$ cat config.mk
export PLATFORM = sky130hd
export DESIGN_NAME = layer_argmax
export DESIGN_NICKNAME = d
export VERILOG_FILES = /design/src/rtl/layer_argmax.sv
export SDC_FILE = /design/constraint.sdc
export NUM_CORES = 1
export LEC_CHECK = 0
export ABC_CLOCK_PERIOD_IN_PS = 4340
export CORE_ASPECT_RATIO = 1.5
export CORE_UTILIZATION = 48
export CTS_CLUSTER_SIZE = 24
export DETAILED_ROUTE_END_ITERATION = 10
export GPL_TIMING_DRIVEN = 1
export PLACE_DENSITY = 0.85
export SLEW_MARGIN = 10
export SYNTH_ARGS = -nofsm -noshare
export SYNTH_HDL_FRONTEND = slang
export SYNTH_SLANG_ARGS = --single-unit
export TNS_END_PERCENT = 5
$ cat constraint.sdc
create_clock -name clk -period 4.34 [get_ports clk]
set_input_delay 1.085 -clock clk [delete_from_list [all_inputs] [get_ports clk]]
set_output_delay 1.085 -clock clk [all_outputs]
set_load 0.1 [all_outputs]
$ cat src/rtl/layer_argmax.sv
// Classifier output stage: after the neuron pipeline settles, snapshots all lanes
// and scans them one per cycle for the signed maximum, reporting index and value.
module layer_argmax #(
    parameter int NUM_IN   = 10,
    parameter int DW       = 8,
    parameter int IDX_W    = 4,
    parameter int PIPE_LAT = 3
) (
    input  logic                 clk,
    input  logic                 reset,
    input  logic                 start,
    input  logic [NUM_IN*DW-1:0] act_in,
    output logic                 busy,
    output logic                 done,
    output logic [IDX_W-1:0]     class_idx,
    output logic [DW-1:0]        class_val,
    output logic                 all_zero
);

    localparam int CNT_W = (PIPE_LAT > 1) ? $clog2(PIPE_LAT) : 1;
    localparam logic [CNT_W-1:0] WAIT_LAST = CNT_W'((PIPE_LAT > 0) ? PIPE_LAT - 1 : 0);
    localparam logic [IDX_W-1:0] LAST_IDX  = IDX_W'(NUM_IN - 1);

    typedef enum logic [2:0] {IDLE, WAIT, CAPTURE, SCAN, DONE} state_t;

    state_t            state_q, state_d;
    logic [CNT_W-1:0]  wait_cnt_q, wait_cnt_d;
    logic [DW-1:0]     snap_q [NUM_IN];
    logic [DW-1:0]     snap_d [NUM_IN];
    logic [DW-1:0]     max_q, max_d;
    logic [IDX_W-1:0]  max_idx_q, max_idx_d;
    logic [IDX_W-1:0]  scan_idx_q, scan_idx_d;
    logic [IDX_W-1:0]  class_idx_q, class_idx_d;
    logic [DW-1:0]     class_val_q, class_val_d;
    logic              all_zero_q, all_zero_d;
    logic              done_q, done_d;
    logic              load_out;
    logic [DW-1:0]     lane_sel;

    always_comb begin
        state_d     = state_q;
        wait_cnt_d  = wait_cnt_q;
        snap_d      = snap_q;
        max_d       = max_q;
        max_idx_d   = max_idx_q;
        scan_idx_d  = scan_idx_q;
        class_idx_d = class_idx_q;
        class_val_d = class_val_q;
        all_zero_d  = all_zero_q;
        done_d      = 1'b0;
        load_out    = 1'b0;
        lane_sel    = snap_q[scan_idx_q];

        case (state_q)
            IDLE: begin
                if (start) begin
                    wait_cnt_d = '0;
                    state_d    = (PIPE_LAT == 0) ? CAPTURE : WAIT;
                end
            end
            WAIT: begin
                wait_cnt_d = wait_cnt_q + CNT_W'(1);
                if (wait_cnt_q == WAIT_LAST) begin
                    state_d = CAPTURE;
                end
            end
            CAPTURE: begin
                for (int i = 0; i < NUM_IN; i++) begin
                    snap_d[i] = act_in[i*DW +: DW];
                end
                max_d      = act_in[DW-1:0];
                max_idx_d  = '0;
                scan_idx_d = IDX_W'(1);
                if (NUM_IN == 1) begin
                    state_d  = DONE;
                    load_out = 1'b1;
                end else begin
                    state_d = SCAN;
                end
            end
            SCAN: begin
                // Strict greater-than keeps the lowest index on ties.
                if ($signed(lane_sel) > $signed(max_q)) begin
                    max_d     = lane_sel;
                    max_idx_d = scan_idx_q;
                end
                scan_idx_d = scan_idx_q + IDX_W'(1);
                if (scan_idx_q == LAST_IDX) begin
                    state_d  = DONE;
                    load_out = 1'b1;
                end
            end
            DONE: begin
                state_d = IDLE;
            end
            default: begin
                state_d = IDLE;
            end
        endcase

        // Results publish on the same edge that enters DONE, including the last lane.
        if (load_out) begin
            class_idx_d = max_idx_d;
            class_val_d = max_d;
            all_zero_d  = max_d[DW-1] || (max_d == '0);
            done_d      = 1'b1;
        end
    end

    always_ff @(posedge clk or posedge reset) begin
        if (reset) begin
            state_q     <= IDLE;
            wait_cnt_q  <= '0;
            for (int i = 0; i < NUM_IN; i++) begin
                snap_q[i] <= '0;
            end
            max_q       <= '0;
            max_idx_q   <= '0;
            scan_idx_q  <= '0;
            class_idx_q <= '0;
            class_val_q <= '0;
            all_zero_q  <= 1'b1;
            done_q      <= 1'b0;
        end else begin
            state_q     <= state_d;
            wait_cnt_q  <= wait_cnt_d;
            snap_q      <= snap_d;
            max_q       <= max_d;
            max_idx_q   <= max_idx_d;
            scan_idx_q  <= scan_idx_d;
            class_idx_q <= class_idx_d;
            class_val_q <= class_val_d;
            all_zero_q  <= all_zero_d;
            done_q      <= done_d;
        end
    end

    assign busy      = (state_q != IDLE);
    assign done      = done_q;
    assign class_idx = class_idx_q;
    assign class_val = class_val_q;
    assign all_zero  = all_zero_q;

endmodule

==> reports/results.ini, run 1 <==
[pwr]
intPower_uw = 3440
p_comb_frac = 0.476
p_leak_uw = 0.00341
pwr-share-clk = 0.196
powerDensity_nw_per_um2 = 881
power_frac_seq = 0.328
p_sw_uw = 2810
swShare = 0.449
max-vdd-ir-drop_mv = 0.643

[cts]
clk_path_buf_depth = 2
clock_latency_ns = 0.42
cts_resized = 0
clk_pin_slew_worst_paths_ns = 0.05
hold_buffers = 0
cts_tree = yes
cts_setup_buffers = 0
cts_htree_levels = 4
cts_root_buf = clkbuf_16
cts_buffers = 17
clock_sink_count = 115

[die]
start_util = 0.496
coreArea_um2 = 11100
dieArea_um2 = 11900
die_x_um = 89.3
boundaryPins = 98
dieHeight_um = 133
row_count = 47

[final_layout]
finalNetCount = 784
antennaDiodeCount = 0
multi_input_area_um2 = 2380
fillers = 895
final_core_util = 0.641
area_growth_pct = 29.1
drive_gt1_frac = 0.0811
ff_latch_area_um2 = 2880

[yosys]
post_synth_and_or_nand_nor_area_fraction = 0.210
synthArstFlopShare = 1.00
synthXorXnorAreaFrac = 0
syn_area_um2 = 5490
ys_seq_area_frac = 0.525
synth.most_common_cell = nand2_1
yosys-top-cells-count = nand2_1 (262), dfrtp_1 (114), mux2i_1 (37), clkbuf_1 (23)
synth_cell_types = 41
synth_top_area_cell = dfrtp_1
netlist.area_leader.share = 0.520
synth-seq-cells = 115
synth.avg_cell_area_um2 = 9.11
syn_nets = 696
ys_top_cells_by_area = dfrtp_1 (52%), nand2_1 (18%), mux2i_1 (6.8%)
syn_inst = 602
synth_flop_cell = dfrtp_1
synth_top_family_by_area = simple AND/OR/NAND/NOR gates
synthMuxAreaShare = 0.0942
synth-edff-count = 0
synth-compound-area-share = 0.103
yosysWarnings = 0
synth-adder-area-share = 0.0251

[critical_path]
worstReg2RegEnd = all_zero
crit_family = compound AO/OA/AOI/OAI gates
crit_path_start = scan_idx_q[0]
worst-setup-path-type = reg -> reg
critPathMaxStageDelay_ns = 0.53
crit_end = all_zero
slowest_stage = or4_1
r2r-start = scan_idx_q[0]
path_depth = 12
required_ns = 4.66
endpoint_kind = register
arrival_ns = 4.24
crit_fanout = 14
r2r_slack_ns = 0.42
crit_chain = buf_4, or2_1, nor2_1, o31ai_1, ha_1, nand4_1, o22ai_1, a31oi_1, o21ai_1, o31a_1, or4_1, o41ai_2
start_kind = register
crit_buf_inv = 1
r2r_cells = 12

[route]
drcViolationCount = 0
dr.pass1.iters = 5
ant_nets = 0
via_per_inst = 5.40
drtIter0Drc = 201
vias = 4586
wl_per_cell_um = 16.7
wirelength_um = 14200

[grt]
gr-total-overflow = 0
grt_usage = 0.258
grt_pass1_wl_um = 22800
grt_max_degree = 61
antenna_found_initial = 0
grt_pass1_vias = 4686

[place]
hpwlAfterDp_um = 10200
gp_congestion = 0.853
port_buffers = 97

[sta]
rsz0062_at_grt = false
final-setup-viol-count = 0
worst_slew_pin_slew_ns = 0.986
fin_crit_ns = 3.92
hold_slack_ns = 0.475
fin_skew_ns = 0.00854
fin_tns_setup_ns = 0
relSlewSlack = 0.341
hold_viol_final = 0
max_freq_mhz = 255
fin_crit_sh = 0.903
drv_slew = 0

[min_path]
hp-class = reg -> reg

[status]
status = complete, no violations

[job]
maxCapViolCount = 0

-- cells in the final DEF (no fill, tap or decap), types with 2 or more instances in the layout --
| master | instances |
|---|---|
| a211oi_1 | 2 |
| a21o_1 | 2 |
| a21oi_1 | 6 |
| a22oi_1 | 5 |
| a31oi_1 | 2 |
| a41oi_1 | 4 |
| buf_12 | 2 |
| buf_4 | 6 |
| clkbuf_1 | 2 |
| clkbuf_16 | 17 |
| clkdlybuf4s50_1 | 96 |
| clkinv_2 | 5 |
| clkinv_4 | 2 |
| clkinvlp_4 | 5 |
| dfrtp_1 | 113 |
| ha_1 | 11 |
| inv_1 | 17 |
| mux2_2 | 9 |
| mux2i_1 | 37 |
| mux4_2 | 2 |
| nand2_1 | 261 |
| nand2b_1 | 3 |
| nand3_1 | 2 |
| nand4_1 | 2 |
| nor2_1 | 13 |
| nor2b_1 | 4 |
| nor3_1 | 5 |
| o21a_1 | 2 |
| o21ai_0 | 12 |
| o21ai_1 | 2 |
| o221ai_1 | 7 |
| o22ai_1 | 18 |
| o31a_1 | 8 |
| o31ai_1 | 4 |
-- sequential cells by signal, summed over array words and instances, names as in the netlist --
| signal | cells |
|---|---|
| all_zero | 1 |
| class_idx | 4 |
| class_val | 8 |
| done | 1 |
| max_idx_q | 4 |
| max_q | 8 |
| scan_idx_q | 4 |
| snap_q | 80 |
| state_q | 3 |
| wait_cnt_q | 2 |
-- worst min-delay path, stage by stage, from the launching register on --
cell and delay [ns]:
dfrtp_1 0.34, nand2_1 0.05, nand2_1 0.05
-- how the worst min path moves through the flow --
stage                           from          to  slack [ns]  cells after the start
after floorplan           snap_q[31]  snap_q[31]        0.44                      2
after global placement    snap_q[40]  snap_q[40]        0.46                      2
after CTS                 snap_q[76]  snap_q[76]        0.48                      2
after detailed placement  snap_q[76]  snap_q[76]        0.46                      2
after global routing      snap_q[79]  snap_q[79]        0.50                      2
final                     snap_q[76]  snap_q[76]        0.48                      2
-- kinds of logic after synthesis --
| group | Yosys count |
|---|---|
| adders and majority gates | 11 |
| DFF | 115 |
| AOI/OAI and AO/OA | 80 |
| buffers and inverters | 53 |
| muxes | 48 |
| and+or+nand+nor | 295 |
-- metrics by stage --
| step | worst slack (ns) | instances | total power, uW | area [um^2] |
|---|---|---|---|---|
| 5_1_grt | 0.0668 | 850 | 6650 | 7080 |
| 2_1_floorplan | 0.213 | 602 | 4160 | 5490 |
| 4_1_cts | 0.433 | 850 | 6260 | 7080 |
| 3_3_place_gp | 0.536 | 818 | 4910 | 6560 |
| 6_report | 0.421 | 850 | 6240 | 7080 |
| 3_5_place_dp | 0.432 | 818 | 5000 | 6560 |
-- power groups by stage --
stage | combinational (uW) | clock, uW | sequential, uW
finish | 2970 | 1220 | 2050
global route | 3260 | 1290 | 2100
CTS | 2990 | 1230 | 2040
detailed placement | 2960 | 0 | 2040
global placement | 2890 | 0 | 2030
floorplan | 1890 | 0 | 2270
-- final cells by class --
class / count / share of cell area
well taps: 147 / 0.0260
repair buffers: 104 / 0.148
clock inverters: 13 / 0.0125
flip-flops and latches: 115 / 0.407
multi-input cells: 434 / 0.336
clock buffers: 19 / 0.0611
inverters: 18 / 0.00989
-- metal layers --
layer,vias up,GRT usage,share of wire
li1,2176,-,-
met1,2249,0.291,0.39
met5,-,0,0
met3,32,0.0561,0.039
met2,129,0.451,0.54
met4,0,0.123,0.031
No activity file was read; power rests on OpenSTA's default activity.
==> inputs of run 2 (changes only) <==
--- a/config.mk
+++ b/config.mk
@@ -7,6 +7,7 @@
 export LEC_CHECK = 0
 export ABC_CLOCK_PERIOD_IN_PS = 4340
 export CORE_ASPECT_RATIO = 1.5
+export CORE_MARGIN = 8
 export CORE_UTILIZATION = 48
 export CTS_CLUSTER_SIZE = 24
 export DETAILED_ROUTE_END_ITERATION = 10
==> run 2 against run 1 <==
Effect of this change:
- fmax fell by 2.1%
- highest routed layer unchanged
- flip-flop and latch count unchanged
- die area up 28%
- sequential power hardly changed
- sequential share of layout area decreased by 0.86 points
- cell count grew 0.59%
- worst setup slack got worse by 0.085 ns
- first-iteration DRC count is 6.0% lower
==> reports/results.ini, run 2 (synthesis gave the netlist of run 1 again) <==
[job]
maxCapViolCount = 0  ; unchanged

[grt]
gr-total-overflow = 0  ; unchanged
antenna_found_initial = 0  ; unchanged
grt_pass1_vias = 4901  ; +4.6%
grt_usage = 0.210  ; -0.0485
grt_max_degree = 93  ; +52%
grt_pass1_wl_um = 24400  ; +6.9%

[final_layout]
final_cell_mix = nand2_1 (261), dfrtp_1 (113), clkdlybuf4s50_1 (96)
area_growth_pct = 31.9
antennaDiodeCount = 0  ; unchanged
fin_area_um2 = 7230  ; +2.2%
multi_input_area_um2 = 2380  ; +0.11%
ff_latch_area_um2 = 2880  ; unchanged
drive_gt1_frac = 0.0837  ; +0.00261
largest_register = snap_q
largest_reg_flops = 80  ; unchanged
fillers = 897  ; +0.22%
final_common_cell = nand2_1
final_cells = 855  ; +0.59%
finalNetCount = 786  ; +0.26%

[sta]
fin_skew_ns = 0.00964  ; +0.00110 ns
relSlewSlack = 0.338  ; -0.00283
final-setup-viol-count = 0  ; unchanged
fin_crit_sh = 0.922  ; +0.0195
worst_slew_pin_slew_ns = 0.990  ; +0.00423 ns
fin_tns_setup_ns = 0  ; unchanged
hold_viol_final = 0  ; unchanged
fin_crit_ns = 4.00  ; +0.0847 ns
rsz0062_at_grt = false
drv_slew = 0  ; unchanged
max_freq_mhz = 250  ; -2.1%

[pwr]
intPower_uw = 3800  ; +11%
p_sw_uw = 2800  ; -0.33%
swShare = 0.424  ; -0.0255
power_frac_seq = 0.308  ; -0.020
pwr-share-clk = 0.237  ; +0.041
p_leak_uw = 0.00350  ; +2.4%
p_comb_frac = 0.455  ; -0.021
powerDensity_nw_per_um2 = 912  ; +3.4%
max-vdd-ir-drop_mv = 0.752  ; +17%

[cts]
clk_path_buf_depth = 2  ; unchanged
cts_tree = yes
clock_latency_ns = 0.41  ; about the same
cts_htree_levels = 4  ; unchanged
clock_sink_count = 115  ; unchanged
cts_buffers = 17  ; unchanged
clk_pin_slew_worst_paths_ns = 0.05  ; about the same
cts_root_buf = clkbuf_16
hold_buffers = 0  ; unchanged

[die]
boundaryPins = 98  ; unchanged
die_x_um = 103  ; +16%
dieHeight_um = 147  ; +11%
coreArea_um2 = 11400  ; +2.7%
dieArea_um2 = 15200  ; +28%
row_count = 48  ; +2.1%
start_util = 0.483  ; -0.0129

[route]
wl_per_cell_um = 17.7  ; +5.5%
via_per_inst = 5.33  ; -1.1%
dr.pass1.iters = 4  ; -1
vias = 4561  ; -0.55%
drcViolationCount = 0  ; unchanged
wirelength_um = 15100  ; +6.2%
ant_nets = 0  ; unchanged
drtIter0Drc = 189  ; -6.0%

[critical_path]
worst-setup-path-type = reg -> reg
endpoint_kind = register
crit_family = compound AO/OA/AOI/OAI gates
crit_fanout = 21  ; +7
crit_chain = buf_12, mux2i_1, o221ai_1, o31a_1, ha_1, nand4_1, nor2b_1, o21ai_1, a21oi_1, a31oi_1, or4_1, o41ai_2
required_ns = 4.64  ; -0.02 ns
critPathMaxStageDelay_ns = 0.65  ; +0.12 ns
start_kind = register
arrival_ns = 4.31  ; +0.07 ns
slowest_stage = dfrtp_2
crit_buf_inv = 1  ; unchanged

[place]
gp_congestion = 0.862  ; +1.1%
placed_area_um2 = 6570  ; about the same
dpl.cell_count = 823  ; +0.61%
port_buffers = 97  ; unchanged
hpwlAfterDp_um = 10900  ; +6.7%

[min_path]
hp-class = reg -> reg

[status]
status = complete, no violations

[run 2: cell types whose count changed in the layout (fill, tap and decap cells not counted), sizes merged]
cell,before,now
bufinv,0,5
buf,8,10
clkinvlp,5,1
clkinv,7,2
inv,19,18
clkbuf,19,24
[run 2: final timing paths]
check | end | start | slack, ns | cells past startpoint
setup / recovery | all_zero | scan_idx_q[1] | 0.34 | 12
hold / removal | snap_q[54] | snap_q[54] | 0.48 | 2
setup reg to reg | all_zero | scan_idx_q[1] | 0.34 | 12
min in group asynchronous | snap_q[44] | reset | 1.21 | 2
max in group asynchronous | snap_q[27] | reset | 2.40 | 3
hold reg to reg | snap_q[54] | snap_q[54] | 0.48 | 2
[run 2: final cells by class]
type | instances | area share
flip-flops and latches | 115 | 0.398
multi-input cells | 434 | 0.329
repair buffers | 106 | 0.145
clock buffers | 24 | 0.0680
well taps | 150 | 0.0259
clock inverters | 8 | 0.0237
inverters | 18 | 0.0100
[run 2: worst min-delay path, stage by stage (launching register included)]
cell and delay, ns:
dfrtp_1 0.34, nand2_1 0.05, nand2_1 0.06
[run 2: repair_timing]
item                       4_1_cts  5_1_grt
buffers inserted                 0        0
setup endpoints to repair        0        1
hold endpoints to repair         0        0
resized for setup                0        1
[run 2: layer usage]
metal,global-route usage,vias up,wire (um),part of all wire
met5,0,-,0,0
li1,-,2186,-,-
met2,0.358,143,8000,0.53
met4,0.113,0,588,0.039
met3,0.0474,37,688,0.046
met1,0.233,2195,5830,0.39
[run 2: stage by stage]
stage	worst slack [ns]	utilization	hold slack (ns)	total power, uW
global route	0.107	0.637	0.494	7010
finish	0.337	0.637	0.476	6600
floorplan	0.213	-	0.440	4160
detailed placement	0.327	0.578	0.463	5000
CTS	0.280	0.637	0.476	6600
global placement	0.494	0.578	0.458	4910
[run 2: power groups by stage]
stage	Sequential (uW)	Clock, uW	Combinational (uW)
4_1_cts	2020	1580	3000
5_1_grt	2090	1620	3290
3_3_place_gp	2010	0	2900
3_5_place_dp	2030	0	2970
2_1_floorplan	2270	0	1890
6_report	2030	1570	3000
